==> src/rtl/fetch_stage_if.sv <==
// Instruction-cache / ITLB lookup bus between the fetch stage (master) and the cache (slave).
interface fetch_stage_if;
    logic [31:0] ic_addr;
    logic        ic_miss_req;
    logic        itlb_miss;
    logic        ic_hit;
    logic [31:0] ic_rdata;
    logic        ic_fill_done;

    modport master (output ic_addr, ic_miss_req,
                    input  itlb_miss, ic_hit, ic_rdata, ic_fill_done);
    modport slave  (input  ic_addr, ic_miss_req,
                    output itlb_miss, ic_hit, ic_rdata, ic_fill_done);
endinterface

==> src/rtl/fetch_stage.sv <==
// Instruction-fetch stage: owns the PC, looks up the icache, sequences misses,
// applies trap/iret/branch redirects and drives the IF/ID register.
module fetch_stage #(
    parameter logic [31:0] RESET_PC  = 32'h0000_1000,
    parameter logic [31:0] TRAP_PC   = 32'h0000_2000,
    parameter logic [31:0] NOP_INSTR = 32'h0000_0000
) (
    input  logic          clk,
    input  logic          reset,
    input  logic          EN_REG_FETCH,
    input  logic          flush,
    input  logic          branch_taken,
    input  logic [31:0]   branch_target,
    input  logic          trap,
    input  logic          iret,
    input  logic [31:0]   iret_pc,
    fetch_stage_if.master ic,
    output logic          block_pipe_instr_cache,
    output logic [31:0]   instruction,
    output logic [31:0]   PCNEXT,
    output logic [31:0]   PC_INIT,
    output logic          TLB_MISS_INST
);
    typedef enum logic {RUN, MISS_WAIT} state_t;

    typedef struct packed {
        logic [31:0] instr;
        logic [31:0] pcnext;
        logic [31:0] pcinit;
        logic        tlb;
    } ifid_t;

    localparam ifid_t IFID_NOP = '{instr: NOP_INSTR, pcnext: '0, pcinit: '0, tlb: 1'b0};

    state_t      state, state_nxt;
    logic [31:0] pc, pc_nxt, pc_plus4;
    logic [31:0] pend_pc, pend_pc_nxt;
    logic        pend_vld, pend_vld_nxt;
    logic [1:0]  pend_prio, pend_prio_nxt;
    ifid_t       ifid, ifid_nxt;
    logic        redirect, miss_req;
    logic [31:0] redir_tgt;
    logic [1:0]  redir_prio;

    assign pc_plus4 = pc + 32'd4;

    // Priority encode: trap(3) > iret(2) > branch(1).
    always_comb begin
        redirect   = trap | iret | branch_taken;
        redir_tgt  = branch_target;
        redir_prio = branch_taken ? 2'd1 : 2'd0;
        if (trap) begin
            redir_tgt  = TRAP_PC;
            redir_prio = 2'd3;
        end else if (iret) begin
            redir_tgt  = iret_pc;
            redir_prio = 2'd2;
        end
    end

    always_comb begin
        state_nxt     = state;
        pc_nxt        = pc;
        pend_pc_nxt   = pend_pc;
        pend_vld_nxt  = pend_vld;
        pend_prio_nxt = pend_prio;
        ifid_nxt      = ifid;
        miss_req      = 1'b0;
        case (state)
            RUN: begin
                if (redirect) begin
                    pc_nxt = redir_tgt;
                    if (EN_REG_FETCH) ifid_nxt = IFID_NOP;
                end else if (ic.itlb_miss) begin
                    // PC holds; the downstream trap will redirect us.
                    if (EN_REG_FETCH) ifid_nxt = '{NOP_INSTR, pc_plus4, pc, 1'b1};
                end else if (ic.ic_hit) begin
                    if (EN_REG_FETCH) begin
                        ifid_nxt = '{ic.ic_rdata, pc_plus4, pc, 1'b0};
                        pc_nxt   = pc_plus4;
                    end
                end else begin
                    miss_req  = 1'b1;
                    state_nxt = MISS_WAIT;
                end
            end
            MISS_WAIT: begin
                // A held redirect is only displaced by one of equal or higher priority.
                if (redirect && (!pend_vld || redir_prio >= pend_prio)) begin
                    pend_pc_nxt   = redir_tgt;
                    pend_vld_nxt  = 1'b1;
                    pend_prio_nxt = redir_prio;
                end
                if (ic.ic_fill_done) begin
                    state_nxt = RUN;
                    if (pend_vld_nxt) pc_nxt = pend_pc_nxt;
                    pend_vld_nxt  = 1'b0;
                    pend_prio_nxt = 2'd0;
                end
            end
            default: state_nxt = RUN;
        endcase
        if (flush) ifid_nxt = IFID_NOP;
    end

    always_ff @(posedge clk or negedge reset) begin
        if (!reset) begin
            state     <= RUN;
            pc        <= RESET_PC;
            pend_pc   <= '0;
            pend_vld  <= 1'b0;
            pend_prio <= 2'd0;
            ifid      <= IFID_NOP;
        end else begin
            state     <= state_nxt;
            pc        <= pc_nxt;
            pend_pc   <= pend_pc_nxt;
            pend_vld  <= pend_vld_nxt;
            pend_prio <= pend_prio_nxt;
            ifid      <= ifid_nxt;
        end
    end

    assign ic.ic_addr     = pc;
    assign ic.ic_miss_req = miss_req & reset;
    assign block_pipe_instr_cache = (state == MISS_WAIT) |
        ((state == RUN) & ~ic.ic_hit & ~ic.itlb_miss & ~redirect);

    assign instruction   = ifid.instr;
    assign PCNEXT        = ifid.pcnext;
    assign PC_INIT       = ifid.pcinit;
    assign TLB_MISS_INST = ifid.tlb;
endmodule

==> src/flat_wrapper.sv <==
// flat-port wrapper written by rule: the top's interface ports become plain ports
module fetch_stage_flat 
#(
    parameter logic [31:0] RESET_PC  = 32'h0000_1000,
    parameter logic [31:0] TRAP_PC   = 32'h0000_2000,
    parameter logic [31:0] NOP_INSTR = 32'h0000_0000
)
  (clk, reset, EN_REG_FETCH, flush, branch_taken, branch_target, trap, iret, iret_pc, block_pipe_instr_cache, instruction, PCNEXT, PC_INIT, TLB_MISS_INST, ic_ic_addr, ic_ic_miss_req, ic_itlb_miss, ic_ic_hit, ic_ic_rdata, ic_ic_fill_done);
  fetch_stage_if ic_i ();
  input  logic clk;
  input  logic reset;
  input  logic EN_REG_FETCH;
  input  logic flush;
  input  logic branch_taken;
  input  logic [31:0] branch_target;
  input  logic trap;
  input  logic iret;
  input  logic [31:0] iret_pc;
  output logic block_pipe_instr_cache;
  output logic [31:0] instruction;
  output logic [31:0] PCNEXT;
  output logic [31:0] PC_INIT;
  output logic TLB_MISS_INST;
  output wire logic [$bits(ic_i.ic_addr)-1:0] ic_ic_addr;
  output wire logic [$bits(ic_i.ic_miss_req)-1:0] ic_ic_miss_req;
  input wire logic [$bits(ic_i.itlb_miss)-1:0] ic_itlb_miss;
  input wire logic [$bits(ic_i.ic_hit)-1:0] ic_ic_hit;
  input wire logic [$bits(ic_i.ic_rdata)-1:0] ic_ic_rdata;
  input wire logic [$bits(ic_i.ic_fill_done)-1:0] ic_ic_fill_done;
  assign ic_ic_addr = ic_i.ic_addr;
  assign ic_ic_miss_req = ic_i.ic_miss_req;
  assign ic_i.itlb_miss = ic_itlb_miss;
  assign ic_i.ic_hit = ic_ic_hit;
  assign ic_i.ic_rdata = ic_ic_rdata;
  assign ic_i.ic_fill_done = ic_ic_fill_done;
  fetch_stage #(.RESET_PC(RESET_PC), .TRAP_PC(TRAP_PC), .NOP_INSTR(NOP_INSTR)) u_core (.clk(clk), .reset(reset), .EN_REG_FETCH(EN_REG_FETCH), .flush(flush), .branch_taken(branch_taken), .branch_target(branch_target), .trap(trap), .iret(iret), .iret_pc(iret_pc), .ic(ic_i), .block_pipe_instr_cache(block_pipe_instr_cache), .instruction(instruction), .PCNEXT(PCNEXT), .PC_INIT(PC_INIT), .TLB_MISS_INST(TLB_MISS_INST));
endmodule
==> config.mk <==
export PLATFORM = sky130hd
export DESIGN_NAME = fetch_stage_flat
export DESIGN_NICKNAME = d
export VERILOG_FILES = /design/src/rtl/fetch_stage_if.sv /design/src/rtl/fetch_stage.sv /design/src/flat_wrapper.sv
export SDC_FILE = /design/constraint.sdc
export NUM_CORES = 1
export LEC_CHECK = 0
export ABC_AREA = 0
export CORE_MARGIN = 2
export CORE_UTILIZATION = 48
export CTS_CLUSTER_SIZE = 24
export DETAILED_ROUTE_END_ITERATION = 7
export MAX_ROUTING_LAYER = met4
export PLACE_DENSITY = 0.83
export RECOVER_POWER = 25
export SKIP_CTS_REPAIR_TIMING = 1
export SYNTH_ARGS = -nofsm -noshare
export SYNTH_HDL_FRONTEND = slang
export SYNTH_SLANG_ARGS = --single-unit
export TNS_END_PERCENT = 30
==> constraint.sdc <==
create_clock -name clk -period 2.6 [get_ports clk]
set_clock_uncertainty 0.2 [all_clocks]
set_input_delay 0.52 -clock clk [delete_from_list [all_inputs] [get_ports clk]]
set_output_delay 0.52 -clock clk [all_outputs]
set_load 0.01 [all_outputs]
### After elaboration in Yosys (flattened, before gate mapping)

Index checks and enable logic that the tools add are counted.

| storage, ports and cells | value |
|---|---|
| bits in registers | 165 |
| output and inout port bits | 131 |
| logic and storage cells | 71 |
| input port bits | 106 |

| operators by class | value |
|---|---|
| reduce and logical (&&, ||, !) cells | 8 |
| mux-type cells | 32 |
| equal/unequal tests | 9 |
| magnitude comparators | 1 |
| bitwise operators | 11 |
| add/subtract/negate cells | 1 |

Operators with widths:

| operator | count |
|---|---|
| $mux 97 | 8 |
| $mux 32 | 9 |
| $pmux 32 s2 | 1 |
| $add 32x3->32 const B | 1 |
| $reduce_and 5->1 | 2 |
| $mux 1 | 9 |
| $ne 3x2->1 const B | 3 |
| $ne 3x3->1 const B | 3 |
| $mux 2 | 4 |
| $ne 2x2->1 const B | 3 |
| $and 1x1->1 | 4 |
| $not 1->1 | 4 |
| $reduce_bool 4->1 | 1 |
| $or 1x1->1 | 3 |
| $ge 2x2->1 | 1 |
| $pmux 1 s2 | 1 |
| $reduce_and 2->1 | 1 |
| $reduce_bool 2->1 | 1 |
| $logic_and 1x1->1 | 1 |
| $logic_not 1->1 | 1 |
| $logic_or 1x1->1 | 1 |

### Logic depth before layout (Yosys ltp)

Gate-level depths: netlist (run 1).

| logic depth | value |
|---|---|
| depth in word-level cells | 11 |
| mapped depth | 13 |

### Least setup slack after synthesis (run 1)

No wires, ideal clock.

| path | value |
|---|---|
| path type | input-to-reg |
| start | in iret |
| end | reg u_core.pc[18] (netlist: u_core.ic.ic_addr[18]) |
| setup slack | -0.838 ns |
| setup time | 0.128 ns |
| path buffers | 4 |
| cell stages on the path | 12 |
| arrival | 3.110 ns |
| cells stage by stage | buf_2 > buf_2 > buf_2 > inv_1 > a21oi_1 > ha_1 > nand2b_1 > a211oi_1 > nor2_1 > clkbuf_1 > a221oi_1 > o22ai_1 |

| on the way | value |
|---|---|
| word-level cells in the longest chain between the ends | 9 |
| elaborated cells on any way between the ends | 21 |
| classes of those cells | order compare (1); eq/ne (4); mux (11); bitwise (2); reduce/logical (3) |

Ends and longest elaborated chain:

| element | line | RTL |
|---|---|---|
| start, declared | flat_wrapper.sv:17 | `input logic iret;` |
| $mux 2 | fetch_stage.sv:55 | `end else if (iret) begin` |
| $mux 2 | fetch_stage.sv:52 | `if (trap) begin` |
| $ge 2x2->1 | fetch_stage.sv:89 | `if (redirect && (!pend_vld \|\| redir_prio >= pend_prio)) begin` |
| $logic_or 1x1->1 | fetch_stage.sv:89 |  |
| $logic_and 1x1->1 | fetch_stage.sv:89 |  |
| $mux 1 / $mux 32 (equally long branches) | fetch_stage.sv:89 |  |
| $mux 1 / $mux 32 (equally long branches) | fetch_stage.sv:69, fetch_stage.sv:96 |  |
| $ne 2x2->1 (no line) / $mux 32 (equally long branches) | -- |  |
| $reduce_and 5->1 (no line) / $pmux 32 s2 (equally long branches) | -- |  |
| end signal, assigned | fetch_stage.sv:116 | `pc <= pc_nxt;` |
| end, declared | fetch_stage.sv:36 | `logic [31:0] pc, pc_nxt, pc_plus4;` |

Several ways; a longest one is shown, not always the timed one. The select of a mux whose other input is x is not followed.
A chain may end at the register's enable or synchronous reset.

### Final worst setup path (run 1)

| path | value |
|---|---|
| start | reg u_core.pc[2] (netlist: u_core.ic.ic_addr[2]) |
| end | reg u_core.pc[24] (netlist: u_core.ic.ic_addr[24]) |

| on the way | value |
|---|---|
| word-level cells in the longest chain between the ends | 6 |

Ends and longest elaborated chain:

| element | line | RTL |
|---|---|---|
| $add 32x3->32 | fetch_stage.sv:45 | `assign pc_plus4 = pc + 32'd4;` |
| $mux 32 | fetch_stage.sv:78 | `if (EN_REG_FETCH) begin` |
| $mux 32 | fetch_stage.sv:77 | `end else if (ic.ic_hit) begin` |
| $mux 32 | fetch_stage.sv:74 | `end else if (ic.itlb_miss) begin` |
| $mux 32 | fetch_stage.sv:71 | `if (redirect) begin` |
| $pmux 32 s2 | fetch_stage.sv:69 | `case (state)` |

No other way between the ends. The select of a mux whose other input is x is not followed.

==> results of run 1 <==
==> through the flow <==
step,utilization [%],hold slack [ns]
2_1_floorplan,-,0.0244
3_3_place_gp,68.3,0.259
3_5_place_dp,68.3,0.270
4_1_cts,72.0,-0.00200
5_1_grt,72.4,0.305
6_report,72.4,0.280
==> layer usage <==
layer	global-route usage (%)	routed length, um	vias up
li1	-	-	3488
met1	43.2	11100	3743
met2	45.6	12100	548
met3	6.62	2810	84
met4	9.75	745	0
met5	-	0	-
==> cell type report <==
cell class | count | area share (%)
clock inverter | 13 | 1.46
sequential | 163 | 34.1
multi-input combinational | 547 | 31.9
timing repair buffer | 328 | 26.1
tap | 220 | 2.30
clock buffer | 18 | 3.67
inverter | 15 | 0.471
==> path summary, 6_finish.rpt <==
check                                      from                    end  slack [ns]  depth (start not counted)
min in group asynchronous                 reset  u_core.ic.ic_addr[20]        0.56                          2
hold / removal                u_core.pend_pc[2]      u_core.pend_pc[2]        0.28                          2
setup / recovery           u_core.ic.ic_addr[2]  u_core.ic.ic_addr[24]        0.14                          5
max in group asynchronous                 reset      u_core.PCNEXT[18]        0.45                          2
hold reg to reg               u_core.pend_pc[2]      u_core.pend_pc[2]        0.28                          2
setup reg to reg           u_core.ic.ic_addr[2]  u_core.ic.ic_addr[24]        0.14                          5
==> state kept, by name, summed over array words and instances, names as in the netlist <==
name                  cells
u_core.pend_prio          2
u_core.state              1
u_core.PC_INIT           32
u_core.pend_pc           32
u_core.instruction       32
u_core.PCNEXT            30
u_core.ic.ic_addr        32
u_core.pend_vld           1
u_core.TLB_MISS_INST      1
==> synth_stat cells (11+ instances only) <==
cell type	n	area share [%]
xnor2_1	17	1.8
o21ai_0	55	3.4
inv_1	15	0.70
a211oi_1	11	1.0
a21oi_1	19	1.2
buf_2	17	1.1
nand2_1	62	2.9
nor3_1	15	0.93
clkbuf_1	42	2.0
dfrtp_1	162	50
a22o_1	67	7.3
mux2_2	27	3.8
mux2i_1	33	4.1
nand4_1	12	0.93
nor2_1	59	2.7
nand3_1	34	2.1
==> power breakdown <==
group | leakage [nW] | switching [mW] | total, mW | internal (mW)
Sequential | 2.19 | 0.251 | 3.11 | 2.86
Combinational | 2.73 | 0.832 | 1.71 | 0.875
Clock | 0.294 | 1.06 | 2.61 | 1.55
==> worst reg2reg max path, delay by kind of cell, from the launching register on <==
family | cells | cell delay (ns)
and+or+nand+nor | 2 | 0.95
DFF | 1 | 0.50
adders and majority gates | 1 | 0.36
AOI/OAI and AO/OA | 2 | 0.32
==> cells by family after synthesis <==
group,synth area share (%)
AND/OR/NAND/NOR,14.1
AO/OA/AOI/OAI,20.2
flip-flops,50.6
buffers and inverters,4.08
multiplexers,7.87
XOR/XNOR,2.71
adder cells (fa/ha/maj),0.465
==> summary.md, run 1 <==
| Metric | Value |
|---|---|
| Failing checks | max-capacitance violations, max-slew violations |
| Highest-delay cell along the critical path | or3_1 |
| Pre-Repair DR Iteration Count | 5 |
| Full die area | 0.0179 mm^2 |
| Net total in the final layout | 1181 |
| Synthesis warning total | 0 |
| Post-synthesis instance area | 0.00807 mm^2 |
| Chain of cells forming the critical path | ha_1 > nand4_1 > or3_1 > a21oi_1 > o22ai_2 |
| Cell at the root of the clock tree | clkbuf_16 |
| Filler Cells Inserted | 1190 |
| Setup repair after global routing missed its margin | false |
| Final total power | 7.42 mW |
| Async SR Flop Fraction | 100% |
| Leak | 5.21 nW |
| Placed cell area | 0.0113 mm^2 |
| Maximum fanout along the worst path | 8 |
| Final instance area | 0.0120 mm^2 |
| Routed length per instance | 20.5 um |
| Remaining global-route overflow | 0 |
| Ratio of cells with drive above 1 in the final layout | 17.2% |
| Area used by sequential logic in the layout | 0.00408 mm^2 |
| Layout area overhead | 48.3% |
| Via count | 7863 |
| DP Wirelength | 19500 um |
| First-pass GRT wire length | 41800 um |
| Cell count after synthesis | 790 |
| Final setup margin | 0.143 ns |
| Drt initial violations | 1079 |
| Number of standard-cell rows in the floorplan | 47 |
| Pin count of the biggest net entering global routing | 128 |
| Final hold violations | 0 |
| Width of the die | 134 um |
| Routed Wire Length | 26800 um |
| Latest clock arrival within the worst-skew pair | 0.43 ns |
| Vias in the first global route | 7443 |
| Max Clk Rate | 407 MHz |
| Data arrival time at the worst-slack endpoint | 2.56 ns |
| Clock tree from TritonCTS | built |
| Critical Path Max Stage Delay | 0.55 ns |
| Antenna violations before repair | 0 |
| Detailed-route vias per instance | 6.03 |
| Number of max-slew violations in the final report | 165 |
| Initial core utilization | 48.8% |
| Classification of the worst setup path | register to register |
| Count of unique library cells instantiated by Yosys | 61 |
| Clock Sinks | 163 |
| Input/output buffers | 236 |
| Cell Pwr Density | 620 mW/mm^2 |
| Number of synthesized flops with an enable pin | 0 |
| Clock input transition at the sequential cells of the worst setup and hold paths | 0.06 ns |
| DRC violations left | 0 |
| Critical Path RT | 2.70 ns |
| Flip-flop cell with the highest count after synthesis | dfrtp_1 |
| Slew margin rel. | -28.4% |
| Post-synthesis sequential element count | 163 |
| Worst min path class | register to register |
| Area of the core | 0.0165 mm^2 |
| Num CTS Buffers | 17 |
| Number of max-cap violations | 2 |
| Commonest non-fill, non-tap cells in the layout | 230 x clkdlybuf4s50_1, 162 x dfrtp_1, 84 x buf_4 |
| Antenna diode instance count | 0 |
| Cells after DPL | 1269 |
| Post-Syn Nets | 899 |
| Result of the run | finished, violations left |
| Top delay family on crit path | simple AND/OR/NAND/NOR gates |
| Critical path endpoint category | register |
| Placer's final routability congestion estimate | 0.985 |
| Area of combinational cells with multiple inputs | 0.00382 mm^2 |
| Part of the cycle the worst path needs | 94.5% |
| Bufs and invs on worst path | 0 |
| Tightest Pin Transition | 1.93 ns |
| I/O pin total | 237 |
| Worst setup slack after placement | -0.445 ns |
| Non-filler cells in the finished layout | 1304 |
| Post-route setup TNS | 0 ns |
| Sequential fraction of the synthesis area | 50.6% |
| Final antenna-violating net count | 0 |
| Die height | 134 um |
| Final Setup Violations | 0 |
| Peak supply drop | 483 uV |
| Post-layout min period | 2.46 ns |
| All-layer global routing usage | 31.0% |
| Number of H-tree levels | 4 |
| Clock tree buffer depth | 2 |
| Crit path launch type | register |
| Most common cell after layout, fill and taps aside | clkdlybuf4s50_1 |
| Syn_area_per_cell | 10.2 um^2 |
Power figures use the tool's default switching activity.
==> run 2: changes to the inputs <==
--- a/config.mk
+++ b/config.mk
@@ -14,6 +14,7 @@
 export PLACE_DENSITY = 0.83
 export RECOVER_POWER = 25
 export SKIP_CTS_REPAIR_TIMING = 1
+export SKIP_LAST_GASP = 1
 export SYNTH_ARGS = -nofsm -noshare
 export SYNTH_HDL_FRONTEND = slang
 export SYNTH_SLANG_ARGS = --single-unit
==> results of run 2 <==
Same layout as run 1: the final DEF is identical, and so are final timing and power.
==> run 3: changes to the inputs <==
--- a/config.mk
+++ b/config.mk
@@ -14,7 +14,6 @@
 export PLACE_DENSITY = 0.83
 export RECOVER_POWER = 25
 export SKIP_CTS_REPAIR_TIMING = 1
-export SKIP_LAST_GASP = 1
 export SYNTH_ARGS = -nofsm -noshare
 export SYNTH_HDL_FRONTEND = slang
 export SYNTH_SLANG_ARGS = --single-unit
==> results of run 3 <==
Same layout as run 1: the final DEF is identical, and so are final timing and power.
